===== src/rtl/i2c_bus_arbiter_if.sv =====
// Signal bundle between the I2C bus arbiter, its requesters and the shared I2C master.
// The slave modport is the arbiter's view; the master modport is the surrounding logic's view.
interface i2c_bus_arbiter_if #(
  parameter int NREQ = 3
);
  logic [NREQ-1:0]    REQ;
  logic [24*NREQ-1:0] REQ_DATA;
  logic [NREQ-1:0]    GNT;
  logic [NREQ-1:0]    DONE;
  logic [NREQ-1:0]    ERR;
  logic               BUSY;
  logic [23:0]        I2C_DATA;
  logic               I2C_START;
  logic               I2C_END;
  logic               I2C_ACK;

  modport slave (
    input  REQ, REQ_DATA, I2C_END, I2C_ACK,
    output GNT, DONE, ERR, BUSY, I2C_DATA, I2C_START
  );

  modport master (
    output REQ, REQ_DATA, I2C_END, I2C_ACK,
    input  GNT, DONE, ERR, BUSY, I2C_DATA, I2C_START
  );
endinterface


===== src/rtl/i2c_bus_arbiter.sv =====
// Round-robin arbiter sharing one I2C master between NREQ requesters, with
// NACK retry, per-attempt timeout and per-requester DONE/ERR pulses.
module i2c_bus_arbiter #(
  parameter int NREQ      = 3,
  parameter int MAX_RETRY = 2,
  parameter int TIMEOUT   = 2_000_000
) (
  input  logic             iCLK,
  input  logic             iRST,
  i2c_bus_arbiter_if.slave bus
);
  localparam int IW = (NREQ > 1) ? $clog2(NREQ) : 1;
  localparam int RW = (MAX_RETRY > 0) ? $clog2(MAX_RETRY + 1) : 1;
  localparam int TW = $clog2(TIMEOUT + 1);

  typedef enum logic [2:0] {
    S_IDLE, S_LAUNCH, S_RUN, S_CHECK, S_FINISH, S_COOLDOWN, S_DRAIN
  } state_e;

  state_e          state_q, state_d;
  logic [NREQ-1:0] gnt_q, gnt_d;
  logic [NREQ-1:0] done_q, done_d;
  logic [NREQ-1:0] err_q, err_d;
  logic [23:0]     data_q, data_d;
  logic            start_q, start_d;
  logic [IW-1:0]   rr_q, rr_d;
  logic [IW-1:0]   idx_q, idx_d;
  logic [RW-1:0]   retry_q, retry_d;
  logic [TW-1:0]   tmo_q, tmo_d;

  logic            found, found_hi;
  logic [IW-1:0]   win, win_hi, win_any, next_rr;

  // Lowest requester at or above the pointer wins; otherwise wrap to the lowest overall.
  always_comb begin
    found    = 1'b0;
    found_hi = 1'b0;
    win_hi   = '0;
    win_any  = '0;
    for (int k = NREQ - 1; k >= 0; k--) begin
      if (bus.REQ[k]) begin
        found   = 1'b1;
        win_any = IW'(k);
        if (IW'(k) >= rr_q) begin
          found_hi = 1'b1;
          win_hi   = IW'(k);
        end
      end
    end
    win = found_hi ? win_hi : win_any;
  end

  assign next_rr = (idx_q == IW'(NREQ - 1)) ? '0 : idx_q + 1'b1;

  always_comb begin
    state_d = state_q;
    gnt_d   = gnt_q;
    done_d  = '0;
    err_d   = '0;
    data_d  = data_q;
    start_d = start_q;
    rr_d    = rr_q;
    idx_d   = idx_q;
    retry_d = retry_q;
    tmo_d   = tmo_q;
    unique case (state_q)
      S_IDLE: begin
        // Never start while the master still reports a transfer in flight (e.g. after reset).
        if (!bus.I2C_END) begin
          state_d = S_DRAIN;
        end else if (found) begin
          state_d = S_LAUNCH;
          idx_d   = win;
          gnt_d   = NREQ'(1) << win;
          data_d  = bus.REQ_DATA[24*int'(win) +: 24];
          start_d = 1'b1;
          tmo_d   = '0;
        end
      end
      S_LAUNCH, S_RUN: begin
        tmo_d = tmo_q + 1'b1;
        if (tmo_q == TW'(TIMEOUT - 1)) begin
          start_d = 1'b0;
          err_d   = gnt_q;
          state_d = S_DRAIN;
        end else if (state_q == S_LAUNCH) begin
          if (!bus.I2C_END) begin
            start_d = 1'b0;
            state_d = S_RUN;
          end
        end else if (bus.I2C_END) begin
          state_d = S_CHECK;
        end
      end
      S_CHECK: begin
        if (!bus.I2C_ACK) begin
          done_d  = gnt_q;
          gnt_d   = '0;
          rr_d    = next_rr;
          state_d = S_FINISH;
        end else if (retry_q < RW'(MAX_RETRY)) begin
          retry_d = retry_q + 1'b1;
          start_d = 1'b1;
          tmo_d   = '0;
          state_d = S_LAUNCH;
        end else begin
          err_d   = gnt_q;
          gnt_d   = '0;
          rr_d    = next_rr;
          state_d = S_FINISH;
        end
      end
      S_DRAIN: begin
        // A post-reset drain owns no grant, so the pointer is left alone then.
        if (bus.I2C_END) begin
          if (|gnt_q) rr_d = next_rr;
          gnt_d   = '0;
          state_d = S_FINISH;
        end
      end
      S_FINISH: begin
        retry_d = '0;
        state_d = S_COOLDOWN;
      end
      S_COOLDOWN: state_d = S_IDLE;
      default:    state_d = S_IDLE;
    endcase
  end

  always_ff @(posedge iCLK or posedge iRST) begin
    if (iRST) begin
      state_q <= S_IDLE;
      gnt_q   <= '0;
      done_q  <= '0;
      err_q   <= '0;
      data_q  <= '0;
      start_q <= 1'b0;
      rr_q    <= '0;
      idx_q   <= '0;
      retry_q <= '0;
      tmo_q   <= '0;
    end else begin
      state_q <= state_d;
      gnt_q   <= gnt_d;
      done_q  <= done_d;
      err_q   <= err_d;
      data_q  <= data_d;
      start_q <= start_d;
      rr_q    <= rr_d;
      idx_q   <= idx_d;
      retry_q <= retry_d;
      tmo_q   <= tmo_d;
    end
  end

  assign bus.GNT       = gnt_q;
  assign bus.DONE      = done_q;
  assign bus.ERR       = err_q;
  assign bus.BUSY      = (state_q != S_IDLE);
  assign bus.I2C_DATA  = data_q;
  assign bus.I2C_START = start_q;
endmodule


===== src/flat_wrapper.sv =====
// flat-port wrapper written by rule: the top's interface ports become plain ports
module i2c_bus_arbiter_flat 
#(
  parameter int NREQ      = 3,
  parameter int MAX_RETRY = 2,
  parameter int TIMEOUT   = 2_000_000
)
  (iCLK, iRST, bus_REQ, bus_REQ_DATA, bus_I2C_END, bus_I2C_ACK, bus_GNT, bus_DONE, bus_ERR, bus_BUSY, bus_I2C_DATA, bus_I2C_START);
  i2c_bus_arbiter_if #(.NREQ(NREQ)) bus_i ();
  input  logic iCLK;
  input  logic iRST;
  input wire logic [$bits(bus_i.REQ)-1:0] bus_REQ;
  input wire logic [$bits(bus_i.REQ_DATA)-1:0] bus_REQ_DATA;
  input wire logic [$bits(bus_i.I2C_END)-1:0] bus_I2C_END;
  input wire logic [$bits(bus_i.I2C_ACK)-1:0] bus_I2C_ACK;
  output wire logic [$bits(bus_i.GNT)-1:0] bus_GNT;
  output wire logic [$bits(bus_i.DONE)-1:0] bus_DONE;
  output wire logic [$bits(bus_i.ERR)-1:0] bus_ERR;
  output wire logic [$bits(bus_i.BUSY)-1:0] bus_BUSY;
  output wire logic [$bits(bus_i.I2C_DATA)-1:0] bus_I2C_DATA;
  output wire logic [$bits(bus_i.I2C_START)-1:0] bus_I2C_START;
  assign bus_i.REQ = bus_REQ;
  assign bus_i.REQ_DATA = bus_REQ_DATA;
  assign bus_i.I2C_END = bus_I2C_END;
  assign bus_i.I2C_ACK = bus_I2C_ACK;
  assign bus_GNT = bus_i.GNT;
  assign bus_DONE = bus_i.DONE;
  assign bus_ERR = bus_i.ERR;
  assign bus_BUSY = bus_i.BUSY;
  assign bus_I2C_DATA = bus_i.I2C_DATA;
  assign bus_I2C_START = bus_i.I2C_START;
  i2c_bus_arbiter #(.NREQ(NREQ), .MAX_RETRY(MAX_RETRY), .TIMEOUT(TIMEOUT)) u_core (.iCLK(iCLK), .iRST(iRST), .bus(bus_i));
endmodule

===== config.mk =====
export PLATFORM = sky130hd
export DESIGN_NAME = i2c_bus_arbiter_flat
export DESIGN_NICKNAME = d
export VERILOG_FILES = /design/src/rtl/i2c_bus_arbiter_if.sv /design/src/rtl/i2c_bus_arbiter.sv /design/src/flat_wrapper.sv
export SDC_FILE = /design/constraint.sdc
export NUM_CORES = 1
export LEC_CHECK = 0
export CAP_MARGIN = 10
export CORE_MARGIN = 3
export CORE_UTILIZATION = 50
export CTS_CLUSTER_DIAMETER = 200
export CTS_CLUSTER_SIZE = 14
export DETAILED_ROUTE_END_ITERATION = 10
export PLACE_DENSITY = 0.85
export SLEW_MARGIN = 10
export SYNTH_ARGS = -nofsm -noshare
export SYNTH_HDL_FRONTEND = slang
export SYNTH_SLANG_ARGS = --single-unit
export TNS_END_PERCENT = 1

===== constraint.sdc =====
create_clock -name iCLK -period 3.2 [get_ports iCLK]
set_clock_uncertainty 0.05 [all_clocks]
set_input_delay 0.64 -clock iCLK [delete_from_list [all_inputs] [get_ports iCLK]]
set_output_delay 0.64 -clock iCLK [all_outputs]
set_load 0.01 [all_outputs]

* After elaboration in Yosys (flattened, before gate mapping) *
Index checks and enable logic that the tools add are counted.

word-level totals
  bits in writable memories = 0
  output and inout bits = 35
  logic and storage cells = 117
  memories kept = 0
  bits in latches = 0
  ROM bits = 0
  register bits after elaboration = 64

cells by class
  add/sub/neg operators = 3
  $lt $le $gt $ge = 4
  bitwise gates (word level) = 0
  reductions and logical operators = 15
  shift operators = 2
  mux-type cells = 63
  multiply operators = 1
  div/mod/pow operators = 0
  equality and inequality tests = 19

operator list
  operator               count
  $mux 21                4
  $shiftx 72x32->24      1
  $pmux 21 s3            1
  $mux 3                 19
  $mux 2                 17
  $add 21x1->21 const B  1
  $eq 21x21->1 const B   1
  $mux 1                 16
  $pmux 3 s5             1
  $reduce_and 5->1       2
  $pmux 3 s3             1
  $reduce_bool 3->1      3
  $pmux 2 s2             2
  $reduce_and 4->1       2
  $reduce_and 7->1       1
  $eq 3x2->1 const B     2
  $eq 3x3->1 const B     2
  $ne 2x1->1 const B     3
  $ne 2x2->1 const B     3
  $ne 3x2->1 const B     2
  $pmux 3 s2             1
  $reduce_and 3->1       2
  $add 2x1->2 const B    2
  $ge 1x2->1 const A     2
  15 further kinds       16

* Depth between registers and ports, before layout *
  depth in word-level cells = 12
  depth in mapped cells = 7

* Worst setup path after synthesis *
OpenSTA, ideal clock, no wires.

  path kind = input-to-reg
  start point = input port bus_I2C_END
  end point = register u_core.tmo_q[10]
  arrival = 2.002 ns
  buffers on the path = 2
  path slack = 1.070 ns
  setup time = 0.077 ns
  cell stages on the path = 6
  data required time = 3.073 ns
  cells stage by stage = buf_2 o31ai_1 a221o_1 buf_6 or4_1 a21oi_1

between the ends
  longest elaborated chain between the ends = 2

RTL lines
  item                        RTL line                text
  start, declared             flat_wrapper.sv:14      input wire logic [$bits(bus_i.I2C_END)-1:0] bus_I2C_END;
  $ne 2x2->1 (no line)        -
  $reduce_and 5->1 (no line)  -
  end signal, assigned        i2c_bus_arbiter.sv:152  tmo_q <= tmo_d;
  end, declared               i2c_bus_arbiter.sv:29   logic [TW-1:0] tmo_q, tmo_d;

Every way passes these cells.
A chain may end at the register's enable or synchronous reset.

* Worst setup path after layout *
  start point = register u_core.state_q[2]
  end point = output port bus_BUSY

between the ends
  longest elaborated chain between the ends = 1

RTL lines
  item                    RTL line                text
  start, declared         i2c_bus_arbiter.sv:20   state_e state_q, state_d;
  start signal, assigned  i2c_bus_arbiter.sv:143  state_q <= state_d;
  $reduce_bool 3->1       i2c_bus_arbiter.sv:159  assign bus.BUSY = (state_q != S_IDLE);
  end, declared           flat_wrapper.sv:19      output wire logic [$bits(bus_i.BUSY)-1:0] bus_BUSY;

Every way passes these cells.

==> results.md <==
* Hold_buf cts at 0
* Antenna cells at 0
* Initial core utilization at 0.5336
* Vias in the first global route at 3,537
* Slew @ Worst Pin at between 0.7 and 0.8 ns
* Total setup buffers inserted after CTS at 0
* Fillers at approximately 470
* Status: completed
* CP Capture Type: output port
* Clock buffer depth at 2
* Vias at around 3,600
* Final Hold Viols at 0
* Clk_lat worst skew at ~0.35 ns
* WP data required at approximately 2.5 ns
* DRC at 0
* Placed cell area at roughly 4700 µm²
* Final Wtd Congestion at 0.8454
* Total GRT Usage at 0.2566
* Die area at around 8000 µm²
* CTS root buf: clkbuf_8
* Number of synthesized flops with an enable pin at 0
* Largest net degree at the start of global routing at 30
* TritonRoute pass-1 iters at 6
* Leakage at around 1.9 nW
* # rows at 29
* HPWL after DPL at approximately 7300 µm
* Critical Path Start: u_core.state_q[2]
* Slew headroom at 0.4750
* Final setup viols at 0
* Core box area at around 6600 µm²
* # nets final at 560
* Startpoint types: register
* Syn Nets at between 400 and 500
* Antenna-violating nets left at 0
* Clock sink total at 64
* Unrepaired setup endpoints after global routing: false
* Initial antenna violation count at 0
* CTS H-tree depth at 3
* Average size of a mapped cell at 9.271 µm²
* Mapped Area at about 3500 µm²
* Worst hold slack at between 0.4 and 0.5 ns
* Power Dens Cells at 783.1 nW/µm²
* Die W at approximately 90 µm
* Hold path start: u_core.idx_q[0]
* Util after Layout at 0.7556
* VDD IR max at around 0.38 mV
* Fraction of registers with async set/reset at 1.000
* Max-capacitance violation count at 0
* Via/cell ratio at 6.173
* Setup_tns at 0 ns
* Fin area at between 4000 and 5000 µm²
* Port bufs at ~110
* Netlist cell types at 52
* Fraction of layout cells with a size suffix above 1 at 0.07423
* Main synth FF type: dfrtp_1
* Synth warnings at 0
* Die Height at between 80 and 90 µm
* Crit Path Class: reg2out
* Drt total wl at approximately 10,000 µm
* Tcrit/Tclk final at 0.8668
* Sequential cell area fraction in the yosys report at 0.4570
* First-pass GRT wire length at about 17,000 µm
* Fin crit period at about 2.8 ns
* Most frequent cells in the layout: clkdlybuf4s50_1, dfrtp_1, nor2_1
* Worst-path clk slew at around 0.070 ns
* Cell count after synthesis at between 300 and 400
* Critical path data arrival time at about 2.1 ns
* CP max FO at 19
* Highest clock rate at 0.3605 GHz
* Fin. max-slew vios at 0
* Detailed Route Iter0 Violations at 176
* Grt total ovfl at 0
* Synth Register Bits at between 60 and 70
* R2r startpoint: u_core.state_q[2]
* Inserted Clock Buffers at 9
* Min-delay worst type: reg2reg
* I/O pins at 114
* Layout area overhead at 41.59%
* Resized cells post-CTS at 0
* Commonest non-fill, non-tap cell in the layout: clkdlybuf4s50_1
* WL/cell at around 18 µm
* CTS tree: yes
worst paths after layout:
check                      slack [ns]                      end  cells past startpoint
max                              0.43                 bus_BUSY                      3
min reg2reg                      0.46          u_core.idx_q[0]                      2
min                              0.46          u_core.idx_q[0]                      2
max reg2reg                      0.93   u_core.bus.I2C_DATA[1]                      6
max in group asynchronous        1.85        u_core.retry_q[0]                      3
min in group asynchronous        0.59  u_core.bus.I2C_DATA[16]                      2
layout make-up:
type / count / area [µm²] / share of cell area
flip-flops and latches: 64 / 1602 / 0.3227
repair buffers: 124 / 1214 / 0.2446
inverters: 7 / 26.28 / 0.005295
multi-input cells: 274 / 1750 / 0.3527
well taps: 93 / 116.4 / 0.02345
clock inverters: 5 / 102.6 / 0.02068
clock buffers: 11 / 151.4 / 0.03051
power by group:
group          total [mW]  internal (mW)  leakage (nW)  switching [mW]
combinational        1.66          0.797         0.977           0.866
sequential           1.35           1.07         0.806           0.276
clock               0.874          0.558         0.126           0.316
total                3.89           2.43          1.91            1.46
sequential cells by signal (all words and copies together) (netlist names), 3 cells and up:
name and cells:
u_core.bus.I2C_DATA 24, u_core.tmo_q 21, u_core.bus.DONE 3, u_core.bus.ERR 3, u_core.bus.GNT 3, u_core.state_q 3
per-stage QoR:
stage	worst slack, ns	total power, mW	std cells
finish	0.4261	3.886	578
global route	0.3076	4.134	578
CTS	0.4290	3.893	578
detailed placement	0.1913	2.995	562
global placement	0.3346	2.949	562
floorplan	0.9119	2.252	378
Yosys cell counts (7+ instances only):
cell | instances | share of area
or4_1 | 12 | 0.026
nand3_1 | 11 | 0.016
nor2_1 | 34 | 0.036
buf_2 | 8 | 0.011
a31oi_1 | 24 | 0.043
inv_1 | 7 | 0.0075
o21ai_0 | 14 | 0.020
o31ai_1 | 8 | 0.017
dfrtp_1 | 64 | 0.46
nand2b_1 | 7 | 0.012
clkbuf_1 | 23 | 0.025
a32oi_1 | 24 | 0.060
a21oi_1 | 18 | 0.026
nand2_1 | 27 | 0.029
o211ai_1 | 31 | 0.066
cells by family after synthesis:
| family | share of synthesized area |
|---|---|
| buf+inv | 0.04784 |
| xor+xnor | 0.002500 |
| mux | 0.006426 |
| flops | 0.4570 |
| fa+ha+maj | 0.003570 |
| compound gates | 0.2910 |
| simple gates | 0.1917 |
critical path, stage by stage, from the launching register on:
cell and delay, ns:
dfrtp_1 0.57, nor3_1 0.46, inv_1 0.16, clkdlybuf4s50_1 0.53
layer usage:
layer / wire length [µm] / GRT usage / vias up / part of all wire
met3: 979 / 0.09265 / 19 / 0.095
met4: 178 / 0.08174 / 0 / 0.017
li1: - / - / 1684 / -
met2: 5169 / 0.4380 / 169 / 0.50
met1: 3961 / 0.3021 / 1696 / 0.39
met5: 0 / 0 / - / 0
No activity file was read; power rests on OpenSTA's default activity.
